[config.mk]
export PLATFORM = sky130hd
export DESIGN_NAME = weight_fetch_ctrl
export DESIGN_NICKNAME = d
export VERILOG_FILES = /design/src/rtl/weight_fetch_ctrl.sv
export SDC_FILE = /design/constraint.sdc
export NUM_CORES = 1
export LEC_CHECK = 0
export ABC_AREA = 1
export CAP_MARGIN = 10
export CORE_UTILIZATION = 35
export DETAILED_ROUTE_END_ITERATION = 7
export GPL_TIMING_DRIVEN = 0
export SYNTH_ARGS = -nofsm -noshare
export SYNTH_HDL_FRONTEND = slang
export SYNTH_SLANG_ARGS = --single-unit
[constraint.sdc]
create_clock -name clk -period 8.3 [get_ports clk]
set_input_delay 1.245 -clock clk [delete_from_list [all_inputs] [get_ports clk]]
set_output_delay 1.245 -clock clk [all_outputs]
set_load 0.02 [all_outputs]
[src/rtl/weight_fetch_ctrl.sv]
// -----------------------------------------------------------------------------
// weight_fetch_ctrl
// Read sequencer for the weight SRAM. A job fetches num_words consecutive
// words starting at base_addr. Reads are issued only when a FIFO slot is
// guaranteed for the returning word (1-cycle SRAM read latency). Words are
// presented to the PE array on a valid/ready stream with full backpressure.
//
// Ports:
//   clk, rst           clock / asynchronous active-high reset
//   start              job request, sampled only while idle
//   base_addr          first word address of the job
//   num_words          number of words to fetch (0 allowed)
//   busy               high from accepted start until done
//   done               1-cycle pulse, job complete (all words consumed)
//   err                1-cycle pulse, job rejected (address range violation)
//   sram_csb           SRAM chip enable, active-low
//   sram_wsb           SRAM write enable, active-low, tied high
//   sram_raddr         SRAM read address
//   sram_rdata         SRAM read data (valid the cycle after a request)
//   w_valid/w_ready    output stream handshake
//   w_data             output weight word (FIFO head)
// -----------------------------------------------------------------------------
module weight_fetch_ctrl #(
   parameter int ADDR_W     = 15,
   parameter int DATA_W     = 80,
   parameter int MEM_DEPTH  = 20250,
   parameter int FIFO_DEPTH = 4
) (
   input  logic              clk,
   input  logic              rst,
   input  logic              start,
   input  logic [ADDR_W-1:0] base_addr,
   input  logic [ADDR_W-1:0] num_words,
   output logic              busy,
   output logic              done,
   output logic              err,
   output logic              sram_csb,
   output logic              sram_wsb,
   output logic [ADDR_W-1:0] sram_raddr,
   input  logic [DATA_W-1:0] sram_rdata,
   output logic              w_valid,
   output logic [DATA_W-1:0] w_data,
   input  logic              w_ready
);

   localparam int PTR_W = $clog2(FIFO_DEPTH);
   localparam int CNT_W = PTR_W + 1;

   typedef enum logic [1:0] {IDLE, FETCH, DRAIN} state_t;

   state_t            state;
   logic [ADDR_W-1:0] base_q;
   logic [ADDR_W-1:0] num_q;
   logic [ADDR_W-1:0] issued_q;
   logic [ADDR_W-1:0] raddr_q;
   logic              inflight_q;

   logic [DATA_W-1:0] fifo_mem [FIFO_DEPTH];
   logic [PTR_W-1:0]  wr_ptr;
   logic [PTR_W-1:0]  rd_ptr;
   logic [CNT_W-1:0]  fifo_cnt;

   logic [ADDR_W:0]   job_end;
   logic              range_bad;
   logic [CNT_W:0]    occupied;
   logic              issue;
   logic              last_issue;
   logic              push;
   logic              pop;

   // Range check uses one extra bit so base+num cannot wrap.
   assign job_end   = {1'b0, base_addr} + {1'b0, num_words};
   assign range_bad = job_end > (ADDR_W+1)'(MEM_DEPTH);

   // Credit: the in-flight word already owns a slot; same-cycle pops are
   // deliberately not credited so the FIFO can never overflow.
   assign occupied   = {1'b0, fifo_cnt} + (CNT_W+1)'(inflight_q);
   assign issue      = (state == FETCH) && (issued_q < num_q) &&
                       (occupied < (CNT_W+1)'(FIFO_DEPTH));
   assign last_issue = issue && ((issued_q + ADDR_W'(1)) == num_q);

   // Returning read data is always pushed the cycle after its request.
   assign push    = inflight_q;
   assign w_valid = (fifo_cnt != '0);
   assign pop     = w_valid && w_ready;
   assign w_data  = w_valid ? fifo_mem[rd_ptr] : '0;

   // Read port decoded straight from registered state; address holds when idle.
   assign sram_csb   = !issue;
   assign sram_wsb   = 1'b1;
   assign sram_raddr = issue ? (base_q + issued_q) : raddr_q;

   always_ff @(posedge clk or posedge rst) begin
      if (rst) begin
         state      <= IDLE;
         busy       <= 1'b0;
         done       <= 1'b0;
         err        <= 1'b0;
         base_q     <= '0;
         num_q      <= '0;
         issued_q   <= '0;
         raddr_q    <= '0;
         inflight_q <= 1'b0;
         wr_ptr     <= '0;
         rd_ptr     <= '0;
         fifo_cnt   <= '0;
      end else begin
         done       <= 1'b0;
         err        <= 1'b0;
         inflight_q <= issue;

         if (issue) begin
            issued_q <= issued_q + ADDR_W'(1);
            raddr_q  <= sram_raddr;
         end

         if (push) wr_ptr <= wr_ptr + PTR_W'(1);
         if (pop)  rd_ptr <= rd_ptr + PTR_W'(1);
         case ({push, pop})
            2'b10:   fifo_cnt <= fifo_cnt + CNT_W'(1);
            2'b01:   fifo_cnt <= fifo_cnt - CNT_W'(1);
            default: fifo_cnt <= fifo_cnt;
         endcase

         case (state)
            IDLE: begin
               if (start) begin
                  if (range_bad) begin
                     err <= 1'b1;
                  end else if (num_words == '0) begin
                     done <= 1'b1;
                  end else begin
                     base_q   <= base_addr;
                     num_q    <= num_words;
                     issued_q <= '0;
                     busy     <= 1'b1;
                     state    <= FETCH;
                  end
               end
            end
            FETCH: begin
               if (last_issue) state <= DRAIN;
            end
            DRAIN: begin
               // Nothing in flight and the last buffered word leaves now.
               if (!inflight_q && (fifo_cnt == CNT_W'(1)) && pop) begin
                  state <= IDLE;
                  busy  <= 1'b0;
                  done  <= 1'b1;
               end
            end
            default: state <= IDLE;
         endcase
      end
   end

   // FIFO storage carries data only; occupancy gates its visibility.
   always_ff @(posedge clk) begin
      if (push) fifo_mem[wr_ptr] <= sram_rdata;
   end

endmodule

# After elaboration in Yosys (flattened, before gate mapping)
# Memory sizes are Yosys's and may differ from the RTL's.
# Index checks and enable logic that the tools add are counted.
# classes
n_addsub	8
n_lt_le_gt_ge	3
n_eq_ne	11
reduce_logical	16
bitwise_logic	2
muxes	29
# ops
cell	n
two-way mux 15 bit	6
two-way mux 80 bit	1
adder 15 x 15 -> 16 bit	1
greater-than comparator 16 x 15 -> 1 bit, second input constant	1
adder 15 x 1 -> 15 bit, second input constant	1
adder 15 bit	1
== test 15 bit	1
logical NOT 15 bit	1
less-than comparator 15 bit	1
two-way mux 1 bit	13
two-way mux 2 bit	5
inequality test 2 bit, second input constant	5
AND reduction 5 bit	2
logical AND 1 bit	6
one-hot mux 2 bit (3 select lines)	1
one-hot mux 3 bit (2 select lines)	1
adder 2 x 1 -> 2 bit, second input constant	2
adder 3 x 1 -> 4 bit	1
== test 2 x 1 -> 1 bit, second input constant	2
== test 2 bit, second input constant	2
less-than comparator 4 x 3 -> 1 bit, second input constant	1
one-hot mux 1 bit (2 select lines)	2
AND reduction 4 bit	1
nonzero test 2 bit	2
7 further kinds	9
# totals
memories	1
ram_bits	320
reg_bits	73
out_inout_bits	101
word_cells	82
# memory_table
name	words	width	read_ports	rd_ports_with_merged_regs	write_ports	line	source
fifo_mem	4	80	1	0	1	58	logic [DATA_W-1:0] fifo_mem [FIFO_DEPTH];

# Longest topological paths before layout
# Gate-level depths: netlist (run 1).
# logic_depth
word_depth	8
mapped_depth	20
depth_no_buf	18

# Worst setup path after synthesis (run 1)
# Ideal clock, no wire load.
# synth_timing
kind	register to output
from	reg issued_q[0]
to	out sram_raddr[10]
stages_incl_launch_ff	13
path_buffers	0
setup_slack_ps	4635
arrival_time_ps	2420
t_required_ps	7055
path_cell_list	dfrtp_1 ha_1 inv_1 fa_1 o21ai_0 nand2_1 nand2_1 a21oi_1 o21ai_0 nand3_1 nand2_1 xnor2_1 o21ai_0
# synth_between
elab_chain_cells	4
# synth_rtl
element	line	source
start, declared	54	logic [ADDR_W-1:0] issued_q;
start signal, assigned	113	issued_q <= issued_q + ADDR_W'(1);
less-than comparator 15 bit	78	assign issue = (state == FETCH) && (issued_q < num_q) &&
logical AND 1 bit (2 in a row)	78	
two-way mux 15 bit *	91	assign sram_raddr = issue ? (base_q + issued_q) : raddr_q;
end, declared	39	output logic [ADDR_W-1:0] sram_raddr,
# Mark *: on every way between the ends. The rest lies on a longest branch, timed or not.

# Final worst setup path (run 1)
# layout_timing
from	reg rd_ptr[0]
to	out w_data[37]
# layout_between
elab_chain_cells	2
# layout_rtl
element	line	source
start, declared	60	logic [PTR_W-1:0] rd_ptr;
start signal, assigned	118	if (pop) rd_ptr <= rd_ptr + PTR_W'(1);
memory read (4 x 80 bit)	n/a	
two-way mux 80 bit	86	assign w_data = w_valid ? fifo_mem[rd_ptr] : '0;
end, declared	42	output logic [DATA_W-1:0] w_data,
# Every way passes these cells.

==> results of run 1 <==
-- flip-flops by register name (all words and copies together) (netlist names), 3 cells and up --
signal and flops:
fifo_mem 320, base_q 15, issued_q 15, num_q 15, raddr_q 15, fifo_cnt 3
-- power groups by stage --
| stage | clock network (W) | logic [W] | registers, W |
|---|---|---|---|
| 4_1_cts | 0.00192 | 0.00400 | 0.00282 |
| 6_report | 0.00188 | 0.00395 | 0.00282 |
| 2_1_floorplan | 0 | 0.00225 | 0.00282 |
| 3_5_place_dp | 0 | 0.00397 | 0.00285 |
| 5_1_grt | 0.00201 | 0.00433 | 0.00286 |
| 3_3_place_gp | 0 | 0.00390 | 0.00289 |
-- synthesized netlist by cell type (all sizes together), types with 2 or more instances --
cell type  instances
nand4             15
nor2             368
o21bai             2
o21ai            246
and2               3
xnor2             13
nand2            240
nor3               6
buf               24
a21oi            109
clkbuf            53
edfxtp           320
o211ai             2
nand3b             2
xor2              26
dfrtp             73
fa                 2
ha                54
inv              144
nand3             41
-- critical path, cell delays in order (launching register included) --
cell and delay [ns]:
dfrtp_1 0.35, clkbuf_1 0.35, inv_1 0.47, clkbuf_1 0.66
clkbuf_1 0.56, o21ai_0 0.19, a21oi_1 0.24, clkdlybuf4s50_1 0.66
-- worst min-delay path by stage --
| stage | startpoint | endpoint | slack (ns) | depth (start not counted) |
|---|---|---|---|---|
| after global placement | raddr_q[0] | raddr_q[0] | 0.45 | 2 |
| after global routing | raddr_q[2] | raddr_q[2] | 0.50 | 2 |
| after CTS | raddr_q[14] | raddr_q[14] | 0.48 | 2 |
| after floorplan | raddr_q[0] | raddr_q[0] | 0.44 | 2 |
| final | raddr_q[11] | raddr_q[11] | 0.47 | 2 |
| after detailed placement | raddr_q[14] | raddr_q[14] | 0.46 | 2 |
-- routing by layer --
metal / share of wire / routed length (um)
met5: 0.00084 / 40
met4: 0.023 / 1079
met3: 0.060 / 2874
met2: 0.48 / 23070
met1: 0.43 / 20690
-- cell families after synthesis --
| family | synth area share |
|---|---|
| buffers and inverters | 0.04854 |
| AOI/OAI and AO/OA | 0.1064 |
| xor gates and xnor gates | 0.02018 |
| and+or+nand+nor | 0.1512 |
| other | 0.0002078 |
| DFF | 0.6338 |
| adders and majority gates | 0.03966 |
-- final cells by class --
class,instances,share of cell area
repair buffers,218,0.1002
clock inverters,26,0.01264
plain buffers,77,0.01469
diodes,3,0.0003326
clock buffers,54,0.04951
multi-input cells,1141,0.2540
flip-flops and latches,393,0.5067
inverters,145,0.02467
well taps,672,0.03725
-- stage by stage --
stage | hold slack [ns] | total power [W] | instance area, um^2 | cells
global route | 0.4997 | 0.009187 | 22560 | 2726
floorplan | 0.4367 | 0.005071 | 18040 | 1756
finish | 0.4729 | 0.008651 | 22570 | 2729
global placement | 0.4483 | 0.006790 | 21020 | 2641
CTS | 0.4780 | 0.008736 | 22560 | 2726
detailed placement | 0.4630 | 0.006821 | 21160 | 2646
==> metrics, run 1 <==
die area around 52000 um^2; RR Startpoint num_q[2]; vias in the first global route ~13000; crit share post-route 0.6395; Net Sw Frac 0.4002; largest net degree at the start of global routing 56; #FFs+latches synth slightly below 400; IR drop worst, VDD around 0.00027 V; cts hold-fix bufs 0; CP required about 7 ns; critical path type reg2out; min-delay worst type reg2reg; synthesized cell area 18040 um^2; clock tree buffer depth 3; Yosys warnings 0; RSZ-0062 raised after global routing false; fmax roughly 190 MHz; vias per cell about 4.8; die height between 200 and 250 um; actual slew at the worst max-slew pin 0.8343 ns; Post-synth EDFFs 320; Leak Pwr 8.667 nW; Fillers 4711; endpoints failing setup 0; internal power just over 0.005 W; Avg WL per Cell 17.50 um; biggest area consumer among synthesized cells edfxtp_1; Final Hold Viols 0; initial detailed-routing violation count approximately 830; cts bufs inserted 43; multi-input logic area around 5700 um^2; Pwr Density approximately 380 nW/um^2; most frequent cells in the layout 365 x nor2_1, 320 x edfxtp_1, 232 x o21ai_0; DRC Markers 0; Routed WL around 48 mm; Cell variety after synth 44; critical path launch point type flop; Synth top area share 0.5326; nets 2189; Crit Path Max Fanout 10; r2r setup slk ~5.4 ns; Switch Pwr around 0.0035 W; Setup Skew around 0.012 ns; GR Util met1 0.2306; reg2reg path depth 12; Setup Slack @ Placement around 3.5 ns; FF+latch area around 11000 um^2; CP Launch Point rd_ptr[0]; M2 GR Usage 0.3082; Seq/Total Area, Yosys 0.6338; H-Tree Depth 2; clock latency at the later pin of the worst-skew pair a little under 0.6 ns; Crit. End Element output port; initial antenna violation count 5; first-pass iteration count of the detailed router 5; Initial Util 0.3575; root buf cell clkbuf_16; postcts setup bufs 0; worst setup path endpoint w_data[37]; DRT antenna net count 0; fin. max-slew vios 0; share of layout cells above drive strength 1 0.06037; logic gate share of total power 0.457; Cells after Synth 1756; status finished clean; TritonCTS clock tree built; Async SR Flop Fraction 0.1858; most common cell after layout, fill and taps aside nor2_1; R2R Path End state[0]; utilization after layout 0.4471; port bufs between 200 and 250; Final TNS setup 0 ns; Area contributors post-synth edfxtp_1 53%, dfrtp_1 10%, nor2_1 7.6%; # IOs between 200 and 250; via count around 13000; clock network fraction of total power 0.218; post-route setup slack approximately 3 ns; CTS resizes 0; headroom to the max-slew limit 0.4438; clock sinks around 390; met3 usage 0.04656; GPL Wtd Cong a little under 0.9; synthesis-to-finish area growth 25.08%; maxcap violations 0; Worst EP arrival 4.06 ns; GRT overflow 0; Sequential Power Share 0.325; first-pass GRT wire length 74.02 mm; GRT Resource Usage Total 0.1833; average size of a mapped cell 10.28 um^2; Most Crowded Layer GR met2; Primary FF master, synth edfxtp_1; DPL Wire Length roughly 32 mm; core area around 50000 um^2; CTS clk-pin slew, worst paths about 0.060 ns; Die Width 229.1 um; std cell rows 82; final period demand of the worst path ~5.3 ns; post-synth net total approximately 1900
Note: power is estimated with default switching activity, not from simulation.
==> run 2: changes to the inputs <==
==> constraint.sdc (replaced) <==
create_clock -name clk -period 4.3 [get_ports clk]
set_input_delay 0.645 -clock clk [delete_from_list [all_inputs] [get_ports clk]]
set_output_delay 0.645 -clock clk [all_outputs]
set_load 0.02 [all_outputs]
==> metrics, run 2 (same netlist as run 1, synthesis figures left out) <==
Worst EP arrival 3.49 ns (-0.57 ns); Sequential Power Share 0.327 (+0.002); root buf cell clkbuf_16; Setup Skew 0.01503 ns (+0.003402 ns); initial antenna violation count 5 (unchanged); initial detailed-routing violation count 811 (-2.8%); DPL Wire Length 32.32 mm (unchanged); Crit Path Max Fanout 10 (unchanged); DRT antenna net count 0 (unchanged); Pwr Density 738.8 nW/um^2 (+93%); die area 52460 um^2 (unchanged); Fillers 4713 (+0.042%); critical path launch point type flop; std cell rows 82 (unchanged); dpl cell area 21160 um^2 (unchanged); core area 50480 um^2 (unchanged); Final Hold Viols 0 (unchanged); cts bufs inserted 43 (unchanged); multi-input logic area 5739 um^2 (+0.13%); Switch Pwr 0.006687 W (+93%); min-delay worst type in2async; max reg flops 320 (unchanged); placed cells 2646 (unchanged); r2r setup slk 1.87 ns (-3.53 ns); most common cell after layout, fill and taps aside nor2_1; Avg WL per Cell 17.50 um (about the same); clock sinks 393 (unchanged); Total Power 0.01672 W (+93%); CTS clk-pin slew, worst paths 0.06 ns (about the same); fin. max-slew vios 0 (unchanged); reg2reg path depth 12 (unchanged); internal power 0.01003 W (+93%); nets 2190 (+0.046%); endpoints failing setup 0 (unchanged); IR drop worst, VDD 0.0005137 V (+93%); RR Startpoint issued_q[2]; GRT overflow 0 (unchanged); final non-filler cell area 22630 um^2 (+0.26%); first-pass GRT wire length 74.04 mm (about the same); fmax about 240 MHz; largest net degree at the start of global routing 56 (unchanged); headroom to the max-slew limit 0.4375 (-0.006291); DRC Markers 0 (unchanged); CP Launch Point rd_ptr[0]; via count 13110 (+0.53%); share of layout cells above drive strength 1 0.06813 (+0.007757); port bufs 213 (unchanged); GRT Resource Usage Total 0.1833 (about the same); crit share post-route 0.9609; actual slew at the worst max-slew pin 0.8438 ns (+0.009436 ns); Die Width 229.1 um (unchanged); clock latency at the later pin of the worst-skew pair 0.59 ns (about the same); clock network fraction of total power 0.218 (about the same); maxcap violations 0 (unchanged); die height 229.1 um (unchanged); synthesis-to-finish area growth 25.40%; first-pass iteration count of the detailed router 5 (unchanged); TritonCTS clock tree built; logic gate share of total power 0.456 (about the same); R2R Path End issued_q[0]; # IOs 215 (unchanged); Post-Layout Cell Count 2730 (+0.037%); Initial Util 0.3575 (unchanged); CP required 3.65 ns (-3.40 ns); status finished clean; most frequent cells in the layout 364 x nor2_1, 320 x edfxtp_1, 227 x nand2_1, 227 x o21ai_0, 202 x clkdlybuf4s50_1; final period demand of the worst path a little over 4 ns; Most flops, register fifo_mem; vias per cell 4.802 (+0.49%); Leak Pwr 8.846 nW (+2.1%); Final TNS setup 0 ns (unchanged); Hold Slack 0.3876 ns (-0.08528 ns); vias in the first global route 13340 (+0.030%); Crit. End Element output port; GPL Wtd Cong 0.8780 (unchanged); clock tree buffer depth 3 (unchanged); H-Tree Depth 2 (unchanged); Net Sw Frac 0.4000 (about the same); critical path type reg2out; FF+latch area 11440 um^2 (unchanged); Routed WL 47.78 mm (about the same); RSZ-0062 raised after global routing false
-- run 2: cell types whose count changed in the layout (fill, tap and decap cells not counted), moves of 2 or more --
cell,change
o21ai_1,+5
buf_1,-2
buf_4,+2
o21ai_0,-5
clkbuf_2,+11
dlymetal6s2s_1,+10
clkdlybuf4s50_1,-11
clkbuf_1,-11
-- run 2: power by group through the flow --
stage / sequential, W / combinational (W) / clock, W
floorplan: 0.00545 / 0.00434 / 0
global placement: 0.00558 / 0.00752 / 0
detailed placement: 0.00551 / 0.00766 / 0
CTS: 0.00546 / 0.00770 / 0.00371
global route: 0.00554 / 0.00835 / 0.00387
finish: 0.00546 / 0.00762 / 0.00364
-- run 2: area by class of cell --
type                    count  share of cell area
flip-flops and latches    393              0.5054
plain buffers              76             0.01515
inverters                 145             0.02461
clock buffers              54             0.04938
diodes                      3           0.0003318
well taps                 672             0.03716
clock inverters            26             0.01261
multi-input cells        1141              0.2536
repair buffers            220              0.1017
-- run 2: metrics by stage --
stage	setup WS, ns	utilization
after floorplan	1.235	-
after global placement	0.09404	0.4163
after detailed placement	0.1487	0.4192
after CTS	0.004841	0.4471
after global routing	0.002812	0.4481
final	0.1682	0.4482
-- run 2: worst max path at each step --
stage | cells past startpoint | endpoint | slack, ns
4_1_cts | 12 | sram_raddr[9] | 0.005
5_1_grt | 12 | sram_raddr[4] | 0.003
3_3_place_gp | 3 | fifo_mem[1][73] | 0.09
2_1_floorplan | 12 | sram_raddr[10] | 1.23
3_5_place_dp | 7 | w_data[37] | 0.15
6_report | 6 | w_data[51] | 0.17
-- run 2: worst max-delay path, cell delays in order (launching register included) --
cell and delay [ns]:
dfrtp_1 0.61, inv_2 0.33, clkbuf_2 0.38, clkbuf_1 0.41, o21ai_0 0.17, a21oi_1 0.31
clkdlybuf4s50_1 0.70
-- run 2: per-layer routing --
| metal | wire, um | vias up | global-route usage |
|---|---|---|---|
| met5 | 40 | - | 0 |
| met4 | 1083 | 6 | 0.05771 |
| met3 | 2947 | 67 | 0.04656 |
| met2 | 23030 | 310 | 0.3082 |
| met1 | 20680 | 6229 | 0.2307 |
| li1 | - | 6497 | - |
-- run 2: timing repair --
action                                 4_1_cts  5_1_grt
endpoints found under the hold margin        0        0
setup endpoints to repair                   95       17
cloned                                       0        0
hold buffers                                 0        0
setup buffers                                0        2
gates resized for setup                     11       26
pin swaps                                    0        1
==> RTL edit 1 (config.mk and constraints of run 2) <==
Put one more register stage on the output `err`, cleared by the reset. The value now appears one clock later. The other outputs are not delayed to match. Comments in the files are not updated.
--- a/src/rtl/weight_fetch_ctrl.sv
+++ b/src/rtl/weight_fetch_ctrl.sv
@@ -48,6 +48,8 @@
 
    typedef enum logic [1:0] {IDLE, FETCH, DRAIN} state_t;
 
+   logic err_s0;
+
    state_t            state;
    logic [ADDR_W-1:0] base_q;
    logic [ADDR_W-1:0] num_q;
@@ -95,7 +97,7 @@
          state      <= IDLE;
          busy       <= 1'b0;
          done       <= 1'b0;
-         err        <= 1'b0;
+         err_s0     <= 1'b0;
          base_q     <= '0;
          num_q      <= '0;
          issued_q   <= '0;
@@ -106,7 +108,7 @@
          fifo_cnt   <= '0;
       end else begin
          done       <= 1'b0;
-         err        <= 1'b0;
+         err_s0     <= 1'b0;
          inflight_q <= issue;
 
          if (issue) begin
@@ -126,7 +128,7 @@
             IDLE: begin
                if (start) begin
                   if (range_bad) begin
-                     err <= 1'b1;
+                     err_s0 <= 1'b1;
                   end else if (num_words == '0) begin
                      done <= 1'b1;
                   end else begin
@@ -159,5 +161,13 @@
       if (push) fifo_mem[wr_ptr] <= sram_rdata;
    end
 
+   always_ff @(posedge clk or posedge rst) begin
+      if (rst) begin
+         err <= '0;
+      end else begin
+         err <= err_s0;
+      end
+   end
+
 endmodule
 
Check against the original RTL: not equivalent (a bounded check fails within 4 cycles, from zero or initial values and one cycle with rst high).
==> RTL edit 1 against run 2 <==
- power decreased by 0.87%
- critical path depth is the same
- hold slack worse by 0.024 ns
- setup slack lost 0.021 ns
- final area is 0.27% lower
- die area rose by 0.14%
- core utilization decreased by 0.21 points
- sequential cell count grew 1
- routed wire length is 0.70% higher
- global-route usage about the same
- fmax decreased by 0.51%
- synthesized area up 0.14%
- critical path type unchanged
- largest power group unchanged
==> RTL edit 1: results (changes against run 2) <==
Internal=9.88 mW (-1.5%); largest cells by area after synthesis=edfxtp_1, dfrtp_1, nor2_1; Routed Antenna Nets=0 (unchanged); R2R depth=13 (+1); synth unique cells=44 (unchanged); first-pass GRT wire length=74300 µm (+0.37%); peak supply drop=0.000379 V (-26%); DP Worst Slack=-0.0514 ns (-0.200 ns); crit path max fanout=10 (unchanged); Least-Margin Pin Slew=0.667 ns (-0.177 ns); initial DRC count=911 (+12%); worst setup path end=w_data[75]; Worst Skew=0.0188 ns (+0.00373 ns); share of layout cells above drive strength 1=6.63% (-0.18 points); clk root buf=clkbuf_16; reg-to-reg critical path startpoint=num_q[2]; GRT Resource Usage Total=18.3% (about the same); reg2reg setup slack=1.81 ns (-0.06 ns); routed vias=13156 (+0.36%); clk slew on worst S/H paths=0.06 ns (about the same); initial antenna violation count=11 (+6); post-synthesis sequential area ratio=63.4% (about the same); DR vias/cell=4.82 (+0.47%); Critical path origin=rd_ptr[0]; post-DR wirelength/cell=17.6 µm (+0.81%); max reg flops=320 (unchanged); CTS Buf Count=43 (unchanged); run status=completed; largest net degree at the start of global routing=62 (+11%); Max H-tree Level=2 (unchanged); Placed Cells=2647 (+0.038%); post-DP HPWL=32200 µm (-0.35%); reg2reg end=state[0]; Fin Hold WS=0.363 ns (-0.0242 ns); Post-Syn Nets=1927 (+0.052%); Post-layout nets=2191 (+0.046%); crit path DAT=3.51 ns (+0.02 ns); DRC=0 (unchanged); Clock Latency Late Sink=about 0.58 ns; cell count after synthesis=1757 (+0.057%); ys async rst share=18.8% (+0.21 points); final period utilization=96.6% (+0.49 points); Post-synth EDFFs=320 (unchanged); Top reg by flops=fifo_mem; GP Congestion=0.868 (-1.2%); Post-DP Area=21200 µm² (+0.15%); Ys Warns=0 (unchanged); leakage power=8.78 nW (-0.70%)
[RTL edit 1: cell count changes after synthesis]
cell / change
dfrtp_1: +1
[RTL edit 1: layout make-up]
cell class,count,area [µm²]
plain buffers,75,334
well taps,672,841
clock inverters,19,169
diodes,4,10.0
repair buffers,221,2310
multi-input cells,1141,5740
flip-flops and latches,394,11500
clock buffers,56,1130
inverters,145,561
fillers,4666,28000
[RTL edit 1: layer usage]
| layer | share of wire, % | track usage, % |
|---|---|---|
| met1 | 44 | 23.7 |
| met2 | 47 | 30.1 |
| met3 | 5.9 | 4.53 |
| met4 | 2.3 | 5.85 |
| met5 | 0.17 | 0 |
[RTL edit 1: cell families (layout without fill, tap and decap cells)]
group | Yosys count | in the layout | share of synthesized area [%]
other cells | 1 | 5 | 0.0208
buf+inv | 222 | 516 | 4.85
flops | 394 | 394 | 63.4
compound gates | 366 | 366 | 10.6
xor+xnor | 40 | 40 | 2.02
fa+ha+maj | 56 | 56 | 3.96
simple gates | 678 | 678 | 15.1
[RTL edit 1: repair_timing]
action,in CTS,in global routing
gates cloned,0,0
pin swaps,0,1
setup endpoints to repair,95,16
buffers inserted,0,3
resized for setup,11,21
[RTL edit 1: power groups by stage]
stage	registers (mW)	logic, mW	clock network, mW
2_1_floorplan	5.46	4.34	0
3_3_place_gp	5.59	7.52	0
3_5_place_dp	5.51	7.67	0
4_1_cts	5.50	7.67	3.55
5_1_grt	5.58	8.33	3.69
6_report	5.49	7.61	3.47
[RTL edit 1: worst max-delay path, stage by stage, from the launching register on]
cell and delay, ns:
dfrtp_2 0.55, clkinvlp_4 0.28, clkbuf_2 0.39, clkbuf_1 0.44, o21ai_0 0.17, a21oi_1 0.40, clkdlybuf4s50_1 0.69
==> RTL edit 2 (config.mk and constraints of run 2) <==
Made on the original files. `FIFO_DEPTH`: 4 -> 8.
--- a/src/rtl/weight_fetch_ctrl.sv
+++ b/src/rtl/weight_fetch_ctrl.sv
@@ -24,7 +24,7 @@
    parameter int ADDR_W     = 15,
    parameter int DATA_W     = 80,
    parameter int MEM_DEPTH  = 20250,
-   parameter int FIFO_DEPTH = 4
+   parameter int FIFO_DEPTH = 8
 ) (
    input  logic              clk,
    input  logic              rst,
Function: no difference found for any inputs over 4 cycles, from zero or initial values and one cycle with rst high; that may be too few to reach the edited logic, so the function may still have changed.
==> RTL edit 2 against run 2 <==
- power is 61% higher
- final area increased by 65%
- sequential power grew 67%
- register-to-register slack lost 0.44 ns
- setup slack got worse by 0.046 ns
- synthesized area up 69%
- largest cell class unchanged
- routed wire length up 71%
- sequential cell count is 323 higher
- via count increased by 58%
- largest power group unchanged
==> RTL edit 2: results (changes against run 2) <==
GRT met3 Usage=3.19% (-1.5 points); Clock Latency Late Sink=0.64 ns (+0.05 ns); GP Congestion=0.862 (-1.9%); post-DR wirelength/cell=19.7 µm (+13%); reg2reg end=fifo_cnt[2]; Fin Hold WS=0.325 ns (-0.0621 ns); GRT Resource Usage Total=18.3% (about the same); initial antenna violation count=14 (+9); Post-Syn Nets=2786 (+45%); GR Layer Usage met1=25.2% (+2.1 points); leakage power=13.3 nW (+51%); ys async rst share=10.6% (-8.0 points); run status=completed; Post-Synth XOR/XNOR Area=1.31% (-0.71 points); P_clk=6.56 mW (+80%); peak supply drop=0.000536 V (+4.3%); reg2reg setup slack=1.43 ns (-0.44 ns); first-pass GRT wire length=124000 µm (+67%); synthesized-area fraction occupied by adder cells=2.23% (-1.7 points); post-synthesis sequential area ratio=69.4% (+6.0 points); vias in the first global route=20286 (+52%); Post-layout nets=3103 (+42%); initial DRC count=1566 (+93%); Post-synth EDFFs=640 (+100%); Net Sw Power=10.6 mW (+58%); crit path DAT=3.53 ns (+0.04 ns); Resized cells post-CTS=71 (+60); Sequential Power Share=33.9% (+1.2 points); Least-Margin Pin Slew=0.917 ns (+0.0735 ns); Synth Area in Compound Gates=12.2% (+1.6 points)
## RTL edit 2: stage by stage
stage                     std cells  worst slack (ns)  cell area [µm²]  setup TNS (ns)  utilization, %
after floorplan                2619            -0.354            30400         -113.18               -
after global placement         3976             -3.71            34000        -1294.51            39.7
after detailed placement       4001            -0.688            34600          -23.57            40.4
after CTS                      4145          -0.00205            37300        -0.00205            43.5
after global routing           4146           0.00296            37400               0            43.6
final                          4146             0.123            37400               0            43.6
## RTL edit 2: layout make-up
| type | instances | area, µm² |
|---|---|---|
| antenna | 1 | 2.50 |
| tap | 1144 | 1430 |
| clock buffer | 98 | 2050 |
| clock inverter | 48 | 502 |
| timing repair buffer | 238 | 2700 |
| fill | 8008 | 48300 |
| multi-input combinational | 1617 | 8370 |
| sequential | 716 | 21100 |
| buffer | 144 | 691 |
| inverter | 140 | 532 |
## RTL edit 2: metal layers
layer	vias to the layer above	share of wire [%]
met5	-	0.14
met4	18	2.2
met3	129	6.2
met2	593	47
met1	10049	44
li1	9966	-
